**src/rtl/duty_ramp_pkg.sv**
```systemverilog
// Shared widths, FSM state type and the saturating step arithmetic for duty_ramp.
package duty_ramp_pkg;

  localparam int DUTY_W = 8;
  localparam int CNT_W  = 16;

  typedef enum logic [1:0] {
    IDLE = 2'd0,
    UP   = 2'd1,
    DOWN = 2'd2
  } state_t;

  // One step toward tgt, evaluated at DUTY_W+1 bits so it clamps at the target instead of wrapping.
  function automatic logic [DUTY_W-1:0] step_calc(
    input logic              up,
    input logic [DUTY_W-1:0] cur,
    input logic [DUTY_W-1:0] tgt,
    input logic [DUTY_W:0]   step
  );
    logic [DUTY_W:0] cur_w;
    logic [DUTY_W:0] tgt_w;
    cur_w = {1'b0, cur};
    tgt_w = {1'b0, tgt};
    if (up) begin
      if (cur_w + step >= tgt_w) step_calc = tgt;
      else                       step_calc = cur + step[DUTY_W-1:0];
    end else begin
      if (cur_w < tgt_w + step)  step_calc = tgt;
      else                       step_calc = cur - step[DUTY_W-1:0];
    end
  endfunction

endpackage

```
**src/rtl/duty_ramp_step_timer.sv**
```systemverilog
// Tick counter pacing duty_ramp: step_en fires on the TICKS_PER_STEP-th tick while running.
module step_timer
  import duty_ramp_pkg::*;
#(
  parameter int TICKS_PER_STEP = 4
) (
  input  logic clk,
  input  logic rst,
  input  logic clr,
  input  logic run,
  input  logic tick,
  output logic step_en
);

  localparam logic [CNT_W-1:0] LAST = CNT_W'(TICKS_PER_STEP - 1);

  logic [CNT_W-1:0] cnt;

  assign step_en = run && tick && (cnt == LAST);

  // Count ticks while a ramp runs; wrap to zero on each step.
  always_ff @(posedge clk) begin
    if (rst || clr) begin
      cnt <= 16'd0;
    end else if (run && tick) begin
      if (cnt == LAST) cnt <= 16'd0;
      else             cnt <= cnt + 16'd1;
    end
  end

endmodule

```
**src/rtl/duty_ramp.sv**
```systemverilog
// Slew-limited duty setpoint generator with one pending target slot.
// Optional emergency stop input enabled by defining DUTY_RAMP_ESTOP_EN.
module duty_ramp
  import duty_ramp_pkg::*;
#(
  parameter int STEP           = 1,
  parameter int TICKS_PER_STEP = 4,
  parameter int DUTY_INIT      = 0
) (
  input  logic              clk,
  input  logic              rst,
  input  logic              tick,
`ifdef DUTY_RAMP_ESTOP_EN
  input  logic              estop,
`endif
  input  logic              tgt_valid,
  input  logic [DUTY_W-1:0] tgt_duty,
  output logic              tgt_ready,
  output logic [DUTY_W-1:0] duty,
  output logic              busy,
  output logic              done
);

  localparam logic [DUTY_W:0]   STEP_V = (DUTY_W + 1)'(STEP);
  localparam logic [DUTY_W-1:0] INIT_V = DUTY_W'(DUTY_INIT);

  state_t            state;
  logic [DUTY_W-1:0] target;
  logic [DUTY_W-1:0] pend;
  logic              pend_full;
  logic              eq_pend;
  logic              step_en;
  logic              xfer;
  logic              estop_s;
  logic [DUTY_W-1:0] next_duty;
  logic [DUTY_W-1:0] load_val;

`ifdef DUTY_RAMP_ESTOP_EN
  assign estop_s = estop;
`else
  assign estop_s = 1'b0;
`endif

  assign tgt_ready = !pend_full && !estop_s;
  assign xfer      = tgt_valid && tgt_ready;
  assign next_duty = step_calc(state == UP, duty, target, STEP_V);
  // A target captured while finishing a ramp waits in the pending slot and wins over the input.
  assign load_val  = pend_full ? pend : tgt_duty;

  step_timer #(
    .TICKS_PER_STEP(TICKS_PER_STEP)
  ) u_timer (
    .clk     (clk),
    .rst     (rst),
    .clr     ((state == IDLE) || estop_s),
    .run     (state != IDLE),
    .tick    (tick),
    .step_en (step_en)
  );

  // Ramp FSM: loads targets, applies steps, chains the pending target on completion.
  always_ff @(posedge clk) begin
    if (rst) begin
      state     <= IDLE;
      duty      <= INIT_V;
      target    <= INIT_V;
      pend      <= 8'd0;
      pend_full <= 1'b0;
      busy      <= 1'b0;
      done      <= 1'b0;
      eq_pend   <= 1'b0;
    end else if (estop_s) begin
      state     <= IDLE;
      duty      <= 8'd0;
      pend_full <= 1'b0;
      busy      <= 1'b0;
      done      <= 1'b0;
      eq_pend   <= 1'b0;
    end else begin
      done    <= eq_pend;
      eq_pend <= 1'b0;
      case (state)
        IDLE: begin
          if (pend_full || xfer) begin
            target    <= load_val;
            pend_full <= 1'b0;
            if (load_val > duty) begin
              state <= UP;
              busy  <= 1'b1;
            end else if (load_val < duty) begin
              state <= DOWN;
              busy  <= 1'b1;
            end else begin
              done <= 1'b1;
            end
          end
        end
        UP, DOWN: begin
          if (xfer) begin
            pend      <= tgt_duty;
            pend_full <= 1'b1;
          end
          if (step_en) begin
            duty <= next_duty;
            if (next_duty == target) begin
              done <= 1'b1;
              if (pend_full) begin
                target    <= pend;
                pend_full <= 1'b0;
                if (pend > next_duty) begin
                  state <= UP;
                  busy  <= 1'b1;
                end else if (pend < next_duty) begin
                  state <= DOWN;
                  busy  <= 1'b1;
                end else begin
                  state   <= IDLE;
                  busy    <= 1'b0;
                  eq_pend <= 1'b1;
                end
              end else begin
                state <= IDLE;
                busy  <= 1'b0;
              end
            end
          end
        end
        default: begin
          state <= IDLE;
          busy  <= 1'b0;
        end
      endcase
    end
  end

endmodule

```
**config.mk**
```make
export PLATFORM = sky130hd
export DESIGN_NAME = duty_ramp
export DESIGN_NICKNAME = d
export VERILOG_FILES = /design/src/rtl/duty_ramp_pkg.sv /design/src/rtl/duty_ramp_step_timer.sv /design/src/rtl/duty_ramp.sv
export SDC_FILE = /design/constraint.sdc
export NUM_CORES = 1
export LEC_CHECK = 0
export ABC_AREA = 1
export ABC_CLOCK_PERIOD_IN_PS = 9200
export CORE_UTILIZATION = 60
export CTS_BUF_LIST = sky130_fd_sc_hd__clkbuf_16
export DETAILED_ROUTE_END_ITERATION = 12
export HOLD_SLACK_MARGIN = 0.08
export PLACE_DENSITY = 0.8
export SYNTH_ARGS = -nofsm -noshare
export SYNTH_HDL_FRONTEND = slang
export SYNTH_SLANG_ARGS = --single-unit
```
**constraint.sdc**
```tcl
create_clock -name clk -period 9.2 [get_ports clk]
set_clock_uncertainty 0.1 [all_clocks]
set_input_delay 0.92 -clock clk [delete_from_list [all_inputs] [get_ports clk]]
set_output_delay 0.92 -clock clk [all_outputs]
set_load 0.01 [all_outputs]
```
# ---- Word level (Yosys, flattened, before mapping)
# Index checks and enable logic that the tools add are counted.
dict set report word_totals {
  out_inout_bits 11
  input_bits 12
  register_bits 46
}
dict set report classes {
  bitwise 4
  n_eq_ne 9
  order_cmp 6
  n_reduce_logical 16
  mux 41
  add_sub_neg 5
}
# cell count
set op_table {}
lappend op_table {{two-way mux 8 bit} 8}
lappend op_table {{two-way mux 1 bit} 19}
lappend op_table {{adder 8 x 1 -> 9 bit (second input constant)} 2}
lappend op_table {{adder 16 x 1 -> 16 bit (second input constant)} 1}
lappend op_table {{equality test 16 x 2 -> 1 bit (second input constant)} 1}
lappend op_table {{> comparator 8 bit} 2}
lappend op_table {{less-than comparator 8 bit} 2}
lappend op_table {{two-way mux 16 bit} 1}
lappend op_table {{two-way mux 2 bit} 8}
lappend op_table {{one-hot mux 8 bit (2 select lines)} 1}
lappend op_table {{greater-or-equal comparator 9 x 8 -> 1 bit} 1}
lappend op_table {{less-than comparator 8 x 9 -> 1 bit} 1}
lappend op_table {{adder 8 x 1 -> 8 bit (second input constant)} 1}
lappend op_table {{equality test 8 bit} 1}
lappend op_table {{!= test 2 bit (second input constant)} 4}
lappend op_table {{subtractor 8 x 1 -> 8 bit (second input constant)} 1}
lappend op_table {{one-hot mux 1 bit (2 select lines)} 3}
lappend op_table {{AND reduction 2 bit} 3}
lappend op_table {{OR reduction 6 bit} 1}
lappend op_table {{AND reduction 5 bit} 1}
lappend op_table {{inverter 1 bit} 4}
lappend op_table {{one-hot mux 2 bit (2 select lines)} 1}
lappend op_table {{AND reduction 4 bit} 1}
lappend op_table {{nonzero test 2 bit} 2}
lappend op_table {{8 further kinds} 11}

# ---- Logic depth before layout (Yosys ltp)
dict set report logic_depth {
  word_depth 11
  mapped_depth 32
}

# ---- Cells and area by module
# Synthesis repeated with hierarchy kept, for this count alone.
dict set report unflattened {
  hier_cells 654
  area_unflattened_um2 4222.8
}
# mod cells_per_inst seq_area_each_um2 instances area_each_um2
set by_module_without_submodules {}
lappend by_module_without_submodules {duty_ramp 519 600.6 1 3313.2}
lappend by_module_without_submodules {step_timer 135 320.3 1 909.6}

# ---- Least setup slack after synthesis
# OpenSTA, ideal clock, no wires.
dict set report synth_path {
  kind {reg-to-reg}
  start {register duty[0]}
  end {register state[1]}
  arrival_ps 3305
  t_required_ps 9036
  slack_ps 5731
  stages_incl_launch_ff 28
  n_path_buf 1
  path_cell_list {dfxtp_1 ha_1 nand3_4 xor2_1 ha_1 nand2_1 inv_1 nand2_1 nand3_1 nand2_1 nand2_1 nand2_1 buf_2 nand3_1 nand3_1 nand2_1 ha_1 inv_1 nor2_1 o21ai_0 nand2_1 nand2_1 o2111ai_1 inv_1 nand2_1 a21oi_1 nor2_1 nor2_1}
}
dict set report synth_between {
  elab_chain_len 11
  elab_cells_between_ends 24
}
# item line_no
set synth_lines {}
lappend synth_lines {{start: declaration} duty_ramp.sv:19} ;# output logic [DUTY_W-1:0] duty,
lappend synth_lines {{start signal: assignment} duty_ramp.sv:104} ;# duty <= next_duty;
lappend synth_lines {{adder 8 x 1 -> 9 bit} duty_ramp_pkg.sv:25} ;# if (cur_w + step >= tgt_w) step_calc = tgt;
lappend synth_lines {{greater-or-equal comparator 9 x 8 -> 1 bit} duty_ramp_pkg.sv:25}
lappend synth_lines {{two-way mux 8 bit} duty_ramp_pkg.sv:25}
lappend synth_lines {{two-way mux 8 bit} duty_ramp_pkg.sv:24} ;# if (up) begin
lappend synth_lines {{less-than comparator 8 bit} duty_ramp.sv:113} ;# end else if (pend < next_duty) begin
lappend synth_lines {{two-way mux 2 bit} duty_ramp.sv:113}
lappend synth_lines {{two-way mux 2 bit} duty_ramp.sv:110} ;# if (pend > next_duty) begin
lappend synth_lines {{two-way mux 2 bit} duty_ramp.sv:107} ;# if (pend_full) begin
lappend synth_lines {{two-way mux 2 bit} duty_ramp.sv:105} ;# if (next_duty == target) begin
lappend synth_lines {{two-way mux 2 bit} duty_ramp.sv:103} ;# if (step_en) begin
lappend synth_lines {{one-hot mux 2 bit (2 select lines)} duty_ramp.sv:82} ;# case (state)
lappend synth_lines {{end signal: assignment} duty_ramp.sv:88} ;# state <= UP;
lappend synth_lines {{end signal: assignment} duty_ramp.sv:111} ;# state <= UP;
lappend synth_lines {{end signal: assignment} duty_ramp.sv:114} ;# state <= DOWN;
lappend synth_lines {{end: declaration} duty_ramp.sv:27} ;# state_t state;
# Parallel ways exist; a longest one is shown, timed or not. The select of a mux whose other input is x is not followed.
# A chain may end at the register's enable or synchronous reset.

# ---- Worst setup path after layout
# Same ends and word-level chain as after synthesis.

==> results.json <==
{
  "status": "complete, no violations",
  "start_util": 0.623,
  "final_cell_mix": "nand2_1, inv_1, nand3_1",
  "cp_data_required_time_ps": 9330,
  "critical-path-max-stage-delay_ps": 560,
  "drc_errors": 0,
  "clockBufferDepth": 2,
  "r2r-start": "duty[0]",
  "cpMostUsedCell": "nand2_1",
  "syn_nets": 666,
  "layout.area.seq_sq_um": 921,
  "dp_cells": 699,
  "cp_top_family": "simple AND/OR/NAND/NOR gates",
  "syn_area_sq_um": 3980,
  "period_minus_slack_ps": 4350,
  "multi_input_area_sq_um": 2640,
  "rows": 29,
  "viasPerCell": 5.78,
  "clock_sinks": 46,
  "hold_viol_final": 0,
  "finalWeightedCongestion": 0.982,
  "hp-class": "reg -> reg",
  "drt_iter0_drc": 275,
  "slew_violations": 0,
  "crit_slowest_cell": "dfxtp_1",
  "nets": 680,
  "cap_violations": 0,
  "cts_setup_buffers": 0,
  "r2r-end": "state[1]",
  "via_count": 4086,
  "antenna_found_initial": 0,
  "leakage_nw": 2.04,
  "criticalPathCategory": "reg -> reg",
  "synth_cell_types": 37,
  "worstHoldEndpoint": "u_timer.cnt[15]",
  "arrival_ps": 4480,
  "root_buffer": "clkbuf_16",
  "yosysSeqAreaShare": 0.232,
  "worst-path-max-fanout": 12,
  "drive_gt1_frac": 0.0603,
  "rsz0062_at_grt": "no",
  "grt_pass1_wl_um": 17200,
  "slew_headroom": 0.245,
  "grt_pass1_vias": 3743,
  "syn_avg_cell_area_sq_um": 6.47,
  "die_area_sq_um": 6960,
  "max_slew.worst_pin.slew_ps": 1130,
  "num_antenna_cells": 0,
  "wl_um": 10300,
  "reg2reg_slack_ps": 4850,
  "routedWlPerCell_um": 14.6,
  "power_density_nw_per_um2": 252,
  "overflow": 0,
  "cp.buffers_inverters": 3,
  "place_hpwl_um": 7960,
  "hold_start": "u_timer.cnt[14]",
  "setup_violations": 0,
  "final_common_cell": "nand2_1",
  "fin_cells": 707,
  "drt-pass1-iter-count": 5,
  "clk_pin_slew_worst_paths_ps": 70,
  "die_h_um": 83.4,
  "period_share": 0.473,
  "io_buffers": 22,
  "area_growth_pct": 10.6,
  "ir_drop_v": 0.000217,
  "cts_tree": "done",
  "track_usage": 0.307,
  "tns_ps": 0,
  "cts_buffers": 5,
  "io_pins": 23,
  "syn_inst": 615,
  "holdBufCountCts": 0,
  "coreArea_sq_um": 6390,
  "fmax_ghz": 0.230,
  "reg2regPathDepth": 27,
  "fillers": 580,
  "hold_depth": 2,
  "ant_nets": 0,
  "synth-seq-cells": 46,
  "worst_setup_path_start_kind": "register",
  "htree_levels": 2,
  "synth_warnings": 0,
  "cts_resized": 0,
  "cp-end-kind": "register",
  "die-width_um": 83.4,
  "grt_max_degree": 30,
  "clk_latency_ps": 290
}
## sequential cells by signal (all words and copies together) (netlist names)
name and count:
pend 8, done 1, state 2, u_timer.cnt 16, eq_pend 1, duty 8, busy 1, pend_full 1
target 8
## cell type report
cell class              count  area share
multi-input cells         465       0.600
well taps                  77      0.0219
repair buffers             22      0.0501
clock inverters             3      0.0145
inverters                  89      0.0760
clock buffers               5      0.0284
flip-flops and latches     46       0.209
## per-layer routing
metal / vias to the layer above / GRT usage / routed length, um
met4: 0 / 0.120 / 308
met5: - / 0 / 0
met1: 1857 / 0.389 / 4580
met3: 28 / 0.0497 / 617
met2: 159 / 0.520 / 4790
li1: 2042 / - / -
## tightest hold or removal path, cell delays in order, from the launching register on
cell and delay, ps:
dfxtp_1 310, nand2_1 80, a21oi_1 70
## worst max path at each step
| stage | end | cells past startpoint | start |
|---|---|---|---|
| detailed placement | busy | 28 | duty[0] |
| CTS | busy | 28 | duty[0] |
| global route | state[1] | 28 | duty[0] |
| floorplan | state[1] | 27 | duty[0] |
| global placement | state[1] | 24 | target[1] |
| finish | state[1] | 27 | duty[0] |
## cell families (layout without fill, tap and decap cells)
kind of cell,count (synthesis),after routing,synth area share
DFF,46,46,0.232
and+or+nand+nor,322,322,0.379
AOI/OAI and AO/OA,86,86,0.122
xor gates and xnor gates,18,18,0.0396
adders and majority gates,39,39,0.123
buffers and inverters,104,119,0.105
## stage by stage
stage	power, mW	worst slack, ps	hold slack, ps	utilization	instance area, sq um
4_1_cts	1.10	4950	391	0.689	4400
3_5_place_dp	0.867	4960	382	0.659	4210
3_3_place_gp	0.853	5080	371	0.659	4210
2_1_floorplan	0.740	5730	355	-	3980
6_report	1.11	4850	397	0.689	4400
5_1_grt	1.21	4340	426	0.689	4400
## cells in the mapped netlist
master / number / area [sq um]
nand2_1: 153 / 574
inv_1: 87 / 327
nand3_1: 61 / 305
dfxtp_1: 46 / 921
nor2_1: 45 / 169
ha_1: 39 / 488
o21ai_0: 38 / 190
a21oi_1: 31 / 155
nand4_1: 15 / 93.8
xor2_1: 15 / 131
nand2_2: 11 / 68.8
nand3_2: 9 / 90.1
nor3_1: 9 / 45.0
clkbuf_1: 7 / 26.3
o211ai_1: 7 / 52.6
buf_2: 5 / 25.0
buf_6: 3 / 33.8
nand3b_1: 3 / 22.5
nor2_2: 3 / 18.8
nor2_4: 3 / 33.8
nor4_1: 3 / 18.8
xnor2_1: 3 / 26.3
nand2_4: 2 / 22.5
nor3b_1: 2 / 15.0
o21ai_1: 2 / 10.0
o22ai_1: 2 / 12.5
a21o_1: 1 / 7.51
a31oi_4: 1 / 21.3
a41oi_1: 1 / 8.76
and3_1: 1 / 6.26
clkinv_1: 1 / 3.75
inv_2: 1 / 3.75
nand2b_1: 1 / 6.26
nand3_4: 1 / 17.5
o2111ai_1: 1 / 8.76
o211a_1: 1 / 10.0
o31ai_1: 1 / 7.51
## power breakdown
part	switching, mW	total, mW	internal, mW
sequential	0.0295	0.259	0.230
combinational	0.416	0.619	0.203
clock	0.0758	0.231	0.155
total	0.522	1.11	0.587
No activity file was read; power rests on OpenSTA's default activity.
